--- src/rtl/ap_ctrl_chain_driver.sv ---
// Initiator for the HLS block-level ap_ctrl_chain handshake.
// Accepts a run command (transaction count + continue-stall length), issues that many
// starts to one HLS block via ap_start while bounding in-flight work, completes each
// transaction via ap_continue (optionally held low for a stall window after every done),
// then pulses finish for one cycle.
// Ports:
//   clk_i, rst_i        clock (rising edge) and synchronous active-high reset
//   cmd_valid_i/ready_o run request handshake; cmd_num_i, cmd_stall_i sampled on it
//   ap_start_o, ap_ready_i, ap_done_i, ap_continue_o   block-level handshake to the HLS block
//   busy_o, finish_o    run in progress / one-cycle completion pulse
//   start_cnt_o, done_cnt_o, first_lat_o, total_cyc_o  per-run statistics (saturating)
//   proto_err_o         sticky: done accepted while nothing was outstanding
module ap_ctrl_chain_driver #(
  parameter int unsigned COUNT_W         = 32,
  parameter int unsigned MAX_OUTSTANDING = 2,
  parameter int unsigned STALL_W         = 8
) (
  input  logic               clk_i,
  input  logic               rst_i,
  input  logic               cmd_valid_i,
  output logic               cmd_ready_o,
  input  logic [COUNT_W-1:0] cmd_num_i,
  input  logic [STALL_W-1:0] cmd_stall_i,
  output logic               ap_start_o,
  input  logic               ap_ready_i,
  input  logic               ap_done_i,
  output logic               ap_continue_o,
  output logic               busy_o,
  output logic               finish_o,
  output logic [COUNT_W-1:0] start_cnt_o,
  output logic [COUNT_W-1:0] done_cnt_o,
  output logic [COUNT_W-1:0] first_lat_o,
  output logic [COUNT_W-1:0] total_cyc_o,
  output logic               proto_err_o
);

  localparam int unsigned OutW = $clog2(MAX_OUTSTANDING + 1);
  localparam logic [OutW-1:0]    MaxOut = OutW'(MAX_OUTSTANDING);
  localparam logic [COUNT_W-1:0] CntMax = '1;

  typedef enum logic [1:0] {StIdle, StRun, StDrain, StFinish} state_e;

  state_e             state_q, state_d;
  logic [COUNT_W-1:0] num_q, num_d;
  logic [STALL_W-1:0] stall_len_q, stall_len_d;
  logic [STALL_W-1:0] stall_cnt_q, stall_cnt_d;
  logic [OutW-1:0]    out_q, out_d;
  logic [COUNT_W-1:0] start_cnt_q, start_cnt_d;
  logic [COUNT_W-1:0] done_cnt_q, done_cnt_d;
  logic [COUNT_W-1:0] first_lat_q, first_lat_d;
  logic [COUNT_W-1:0] total_cyc_q, total_cyc_d;
  logic               proto_err_q, proto_err_d;
  logic               seen_start_q, seen_start_d;
  logic               seen_done_q, seen_done_d;
  logic               ap_start_q, ap_start_d;
  logic               ap_continue_q, ap_continue_d;

  logic active, start_hs, done_hs, done_ok;

  function automatic logic [COUNT_W-1:0] sat_inc(input logic [COUNT_W-1:0] v);
    return (v == CntMax) ? v : v + COUNT_W'(1);
  endfunction

  always_comb begin
    state_d       = state_q;
    num_d         = num_q;
    stall_len_d   = stall_len_q;
    stall_cnt_d   = stall_cnt_q;
    out_d         = out_q;
    start_cnt_d   = start_cnt_q;
    done_cnt_d    = done_cnt_q;
    first_lat_d   = first_lat_q;
    total_cyc_d   = total_cyc_q;
    proto_err_d   = proto_err_q;
    seen_start_d  = seen_start_q;
    seen_done_d   = seen_done_q;
    done_ok       = 1'b0;
    active        = (state_q == StRun) || (state_q == StDrain);
    start_hs      = ap_start_q && ap_ready_i;
    done_hs       = active && ap_done_i && ap_continue_q;

    if (stall_cnt_q != '0) stall_cnt_d = stall_cnt_q - STALL_W'(1);

    case (state_q)
      StIdle: begin
        if (cmd_valid_i) begin
          num_d        = cmd_num_i;
          stall_len_d  = cmd_stall_i;
          stall_cnt_d  = '0;
          out_d        = '0;
          start_cnt_d  = '0;
          done_cnt_d   = '0;
          first_lat_d  = '0;
          total_cyc_d  = '0;
          proto_err_d  = 1'b0;
          seen_start_d = 1'b0;
          seen_done_d  = 1'b0;
          state_d      = (cmd_num_i == '0) ? StFinish : StRun;
        end
      end
      StRun, StDrain: begin
        total_cyc_d = sat_inc(total_cyc_q);
        // Latency window opens at the first start edge and closes at the first done edge.
        if (seen_start_q && !seen_done_q) first_lat_d = sat_inc(first_lat_q);
        if (start_hs) begin
          start_cnt_d  = sat_inc(start_cnt_q);
          seen_start_d = 1'b1;
        end
        if (done_hs) begin
          if (out_q == '0) begin
            proto_err_d = 1'b1;
          end else begin
            done_ok     = 1'b1;
            done_cnt_d  = sat_inc(done_cnt_q);
            seen_done_d = 1'b1;
            stall_cnt_d = stall_len_q;
          end
        end
        if (start_hs && !done_ok) begin
          out_d = out_q + OutW'(1);
        end else if (!start_hs && done_ok) begin
          out_d = out_q - OutW'(1);
        end
        if ((state_q == StRun) && (start_cnt_d == num_q)) begin
          state_d = StDrain;
        end else if ((state_q == StDrain) && (done_cnt_d == num_q)) begin
          state_d = StFinish;
        end
      end
      StFinish: state_d = StIdle;
      default:  state_d = StIdle;
    endcase

    // Both handshake outputs are registered and derived from the post-edge view.
    ap_start_d    = (state_d == StRun) && (start_cnt_d < num_d) && (out_d < MaxOut);
    ap_continue_d = ((state_d == StRun) || (state_d == StDrain)) && (stall_cnt_d == '0);
  end

  always_ff @(posedge clk_i) begin
    if (rst_i) begin
      state_q       <= StIdle;
      num_q         <= '0;
      stall_len_q   <= '0;
      stall_cnt_q   <= '0;
      out_q         <= '0;
      start_cnt_q   <= '0;
      done_cnt_q    <= '0;
      first_lat_q   <= '0;
      total_cyc_q   <= '0;
      proto_err_q   <= 1'b0;
      seen_start_q  <= 1'b0;
      seen_done_q   <= 1'b0;
      ap_start_q    <= 1'b0;
      ap_continue_q <= 1'b0;
    end else begin
      state_q       <= state_d;
      num_q         <= num_d;
      stall_len_q   <= stall_len_d;
      stall_cnt_q   <= stall_cnt_d;
      out_q         <= out_d;
      start_cnt_q   <= start_cnt_d;
      done_cnt_q    <= done_cnt_d;
      first_lat_q   <= first_lat_d;
      total_cyc_q   <= total_cyc_d;
      proto_err_q   <= proto_err_d;
      seen_start_q  <= seen_start_d;
      seen_done_q   <= seen_done_d;
      ap_start_q    <= ap_start_d;
      ap_continue_q <= ap_continue_d;
    end
  end

  assign cmd_ready_o   = (state_q == StIdle);
  assign busy_o        = (state_q == StRun) || (state_q == StDrain);
  assign finish_o      = (state_q == StFinish);
  assign ap_start_o    = ap_start_q;
  assign ap_continue_o = ap_continue_q;
  assign start_cnt_o   = start_cnt_q;
  assign done_cnt_o    = done_cnt_q;
  assign first_lat_o   = first_lat_q;
  assign total_cyc_o   = total_cyc_q;
  assign proto_err_o   = proto_err_q;

endmodule

--- config.mk ---
export PLATFORM = sky130hd
export DESIGN_NAME = ap_ctrl_chain_driver
export DESIGN_NICKNAME = d
export VERILOG_FILES = /design/src/rtl/ap_ctrl_chain_driver.sv
export SDC_FILE = /design/constraint.sdc
export NUM_CORES = 1
export LEC_CHECK = 0
export ABC_AREA = 1
export CELL_PAD_IN_SITES_DETAIL_PLACEMENT = 0
export CELL_PAD_IN_SITES_GLOBAL_PLACEMENT = 1
export CORE_ASPECT_RATIO = 0.5
export CORE_MARGIN = 3
export CORE_UTILIZATION = 39
export DETAILED_ROUTE_END_ITERATION = 10
export DONT_BUFFER_PORTS = 1
export GPL_ROUTABILITY_DRIVEN = 1
export GPL_TIMING_DRIVEN = 0
export HOLD_SLACK_MARGIN = 0.03
export MAX_ROUTING_LAYER = met4
export PLACE_DENSITY_LB_ADDON = 0.12
export SYNTH_ARGS = -nofsm -noshare
export SYNTH_HDL_FRONTEND = slang
export SYNTH_SLANG_ARGS = --single-unit
--- constraint.sdc ---
create_clock -name clk_i -period 3.94 [get_ports clk_i]
set_input_delay 1.182 -clock clk_i [delete_from_list [all_inputs] [get_ports clk_i]]
set_output_delay 1.182 -clock clk_i [all_outputs]
set_load 0.01 [all_outputs]
==> qor.tcl <==
set qor(run_status) {finished, final reports clean}
set qor(final-max-slew-violation-count) 0
set qor(critical_path.startpoint_type) {primary input}
set qor(final_cell_count_no_fill) 2628
set qor(grtUsageTotal_pct) 30.08
set qor(static-leakage-power_nw) 5.772
set qor(numPortBuffers) 0
set qor(crit_path_max_incr_delay_ps) 460
set qor(highest_achievable_clock_rate_ghz) 0.2556
set qor(share_seq_of_total_power_pct) 39.6
set qor(drt_first_pass_iters) 6
set qor(die_area_um2) 35430
set qor(final_cell_area_um2) 14490
set qor(detailroute.via_count) 14070
set qor(swShare_pct) 37.12
set qor(comb_power_share_pct) 23.9
set qor(synth_top_cells_by_count) {sky130_fd_sc_hd__nand2_1, sky130_fd_sc_hd__nor2_1, sky130_fd_sc_hd__inv_1, sky130_fd_sc_hd__nand3_1, sky130_fd_sc_hd__dfxtp_1}
set qor(hold-worst-slack_ps) 470.0
set qor(synth_fp_nets) 2234
set qor(max-clock-path-buffers) 2
set qor(cts.htree.levels) 4
set qor(power_switching_mw) 1.946
set qor(netlist_instances) 2144
set qor(synth.avg_cell_area_um2) 6.018
set qor(power_report.internal_total_mw) 3.297
set qor(design.core.area_um2) 32120
set qor(fillers) 3536
set qor(netlist_area_um2) 12900
set qor(synthDominantAreaCellType) {sky130_fd_sc_hd__dfxtp_1}
set qor(die_width_um) 263.2
set qor(period_needed_ps) 3912
set qor(die_h_um) 134.6
set qor(synth_enable_flop_cells) 0
set qor(cts.reportedPaths.clkPinSlew_ps) 80
set qor(drt-total-wl_um) 52680
set qor(clock_tree_from_tritoncts) {done}
set qor(tritoncts.num_buffers) 17
set qor(power_per_cell_area_nw_per_um2) 361.9
set qor(synthArstFlopShare_pct) 0
set qor(timing.reg2reg.setup_slack_ps) 50
set qor(insertion_delay_ps) 470
set qor(rsz0062_at_grt) {yes}
set qor(synth_sequential_area_ratio_pct) 28.70
set qor(largest_vdd_supply_drop_v) 0.0002972
set qor(maxCapViolCount) 0
set qor(finalHoldViolations) 0
set qor(drtAntennaViolNets) 0
set qor(layout_skew_ps) 11.82
set qor(detailedRoute.firstIterationViolations) 1156
set qor(gr-total-overflow) 0
set qor(initial_antenna_violation_count) 2
set qor(grt_start_max_net_pins) 22
set qor(synthMostInstantiatedCell) {sky130_fd_sc_hd__nand2_1}
set qor(clkSinkCount) 185
set qor(timing.critical_path.to_type) {register}
set qor(synthTopCellsByArea) {sky130_fd_sc_hd__dfxtp_1, sky130_fd_sc_hd__nand2_1, sky130_fd_sc_hd__nand3_1}
set qor(num-nets-final) 2272
set qor(syn_to_final_growth_pct) 12.28
set qor(hold_class) {register to register}
set qor(dp_cells) 2576
set qor(first_global_vias) 12870
set qor(routabilityCongestion) 1.025
set qor(netlist.area_leader.share_pct) 28.70
set qor(cts_root_buf) {sky130_fd_sc_hd__clkbuf_16}
set qor(crit_required_ps) 4340
set qor(floorplan.initialDensity_pct) 40.17
set qor(worstPathCellList) {nand2_1, clkbuf_1, clkbuf_2, nand2_1, nand2_1, nand2_1, nand4_1, nor2_1, nand2_1, nor2_1, nand2_1, nand3_1, a21boi_2, ha_4, nand4_1, a41oi_1, nand3_1, a311o_1, a21oi_1}
set qor(worst_path_max_delay_cell) {sky130_fd_sc_hd__clkbuf_1}
set qor(slew_headroom_pct) 43.93
set qor(dp_hpwl_um) 41700
set qor(synth_flop_cell) {sky130_fd_sc_hd__dfxtp_1}
set qor(boundaryPins) 179
set qor(num_rows) 46
set qor(grt_first_pass_wirelength_um) 78780
set qor(synth-seq-cells) 185
set qor(post_route_cells_drive_above_1_share_pct) 7.244
set qor(post_dp_cell_area_um2) 13440
set qor(crit_share_post_route_pct) 99.29
set qor(arrival_time_of_data_at_the_critical_path_endpoint_ps) 4320
set qor(worst_pin_slew_ps) 841.1
set qor(worstPathMaxFanout) 10
set qor(wire_per_inst_um) 20.05
set qor(total_setup_violations_reported_at_the_end_of_the_flow) 0
set qor(ys_types) 51
set qor(power.share.clock_pct) 36.4
set qor(post_drt_via_cell_ratio) 5.352
set qor(timing.setup.critical_path_class) {primary input to register}
set qor(yosysWarningCount) 0
set qor(cp_common_cell) {sky130_fd_sc_hd__nand2_1}
set qor(remaining_drc_errors) 0
## final cells by class
cell class                      count  area [um^2]  area share (%)
Antenna cell                        1        2.502         0.01727
Buffer                             61        307.8           2.125
Clock buffer                       17        425.4           2.937
Clock inverter                     15        225.2           1.555
Inverter                          249        939.7           6.486
Multi-Input combinational cell   1649         8174           56.43
Sequential cell                   185         3716           25.65
Tap cell                          432        540.5           3.731
Timing Repair Buffer               19        155.1           1.071
## critical path, delay by kind of cell
family	cells	cell delay, ps
compound gates	4	890
fa+ha+maj	1	150
simple gates	12	1190
buf+inv	2	880
## layout by cell type, fill, tap and decap left out, types with 4 or more instances in the layout
master	n
sky130_fd_sc_hd__a211oi_1	5
sky130_fd_sc_hd__a21oi_1	134
sky130_fd_sc_hd__a22oi_1	5
sky130_fd_sc_hd__and2_1	4
sky130_fd_sc_hd__buf_1	4
sky130_fd_sc_hd__buf_2	6
sky130_fd_sc_hd__buf_4	18
sky130_fd_sc_hd__buf_6	7
sky130_fd_sc_hd__clkbuf_1	37
sky130_fd_sc_hd__clkbuf_16	17
sky130_fd_sc_hd__clkbuf_2	6
sky130_fd_sc_hd__clkinv_8	8
sky130_fd_sc_hd__dfxtp_1	179
sky130_fd_sc_hd__dfxtp_2	4
sky130_fd_sc_hd__ha_1	41
sky130_fd_sc_hd__inv_1	238
sky130_fd_sc_hd__inv_2	6
sky130_fd_sc_hd__nand2_1	659
sky130_fd_sc_hd__nand2_2	16
sky130_fd_sc_hd__nand3_1	194
sky130_fd_sc_hd__nand3_2	7
sky130_fd_sc_hd__nand3_4	4
sky130_fd_sc_hd__nand3b_1	8
sky130_fd_sc_hd__nand4_1	58
sky130_fd_sc_hd__nor2_1	242
sky130_fd_sc_hd__nor2_2	17
sky130_fd_sc_hd__nor2_4	13
sky130_fd_sc_hd__nor3_1	39
sky130_fd_sc_hd__nor4_1	31
sky130_fd_sc_hd__o21ai_0	75
sky130_fd_sc_hd__o21ai_1	6
sky130_fd_sc_hd__o22ai_1	14
sky130_fd_sc_hd__xnor2_1	9
sky130_fd_sc_hd__xor2_1	32
## path summary, 6_finish.rpt
path | from | to | depth (start not counted)
setup reg to reg | start_cnt_o[8] | ap_start_o | 23
setup / recovery | ap_ready_i | ap_start_o | 19
hold / removal | stall_len_q[7] | stall_len_q[7] | 2
hold reg to reg | stall_len_q[7] | stall_len_q[7] | 2
## per-stage QoR
step                      TNS [ps]  util [%]  total power, mW  worst slack, ps
after floorplan                  0         -            2.912            314.8
after global placement       -1519     41.86            3.324           -975.2
after detailed placement     -1487     41.86            3.317           -964.2
after CTS                        0     44.48            5.258            2.541
after global routing        -160.9     45.11            5.513           -160.9
final                            0     45.11            5.243            27.88
## power by group through the flow
stage | Combinational (mW) | Sequential, mW | Clock [mW]
after floorplan | 0.844 | 2.07 | 0
after global placement | 1.21 | 2.12 | 0
after CTS | 1.23 | 2.08 | 1.95
final | 1.25 | 2.08 | 1.91
after detailed placement | 1.20 | 2.12 | 0
after global routing | 1.41 | 2.09 | 2.02
## state kept, by name, indices dropped and copies added, names as in the netlist, 8 cells and up
signal / count
total_cyc_o: 32
done_cnt_o: 32
start_cnt_o: 32
stall_len_q: 8
num_q: 32
stall_cnt_q: 8
first_lat_o: 32
## logic make-up after synthesis
| logic type | count (synthesis) | synth area share [%] |
|---|---|---|
| AOI/OAI and AO/OA | 255 | 10.64 |
| xor gates and xnor gates | 41 | 2.783 |
| adders and majority gates | 45 | 4.364 |
| buffers and inverters | 310 | 9.455 |
| DFF | 185 | 28.70 |
| muxes | 2 | 0.1552 |
| and+or+nand+nor | 1306 | 43.90 |
## what timing repair did
action | CTS | global route
hold buffers | 0 | 0
resized for setup | 33 | 47
setup endpoints to repair | 2 | 1
pin swaps | 9 | 24
gates cloned | 0 | 0
buffers inserted | 9 | 10
## routing by layer
metal	global-route usage (%)	vias to the layer above	share of wire (%)
li1	-	7086	-
met1	39.93	6432	46
met2	46.62	496	44
met3	7.337	51	8.1
met4	6.571	0	1.7
met5	-	-	0
(Power assumes the default switching activity.)
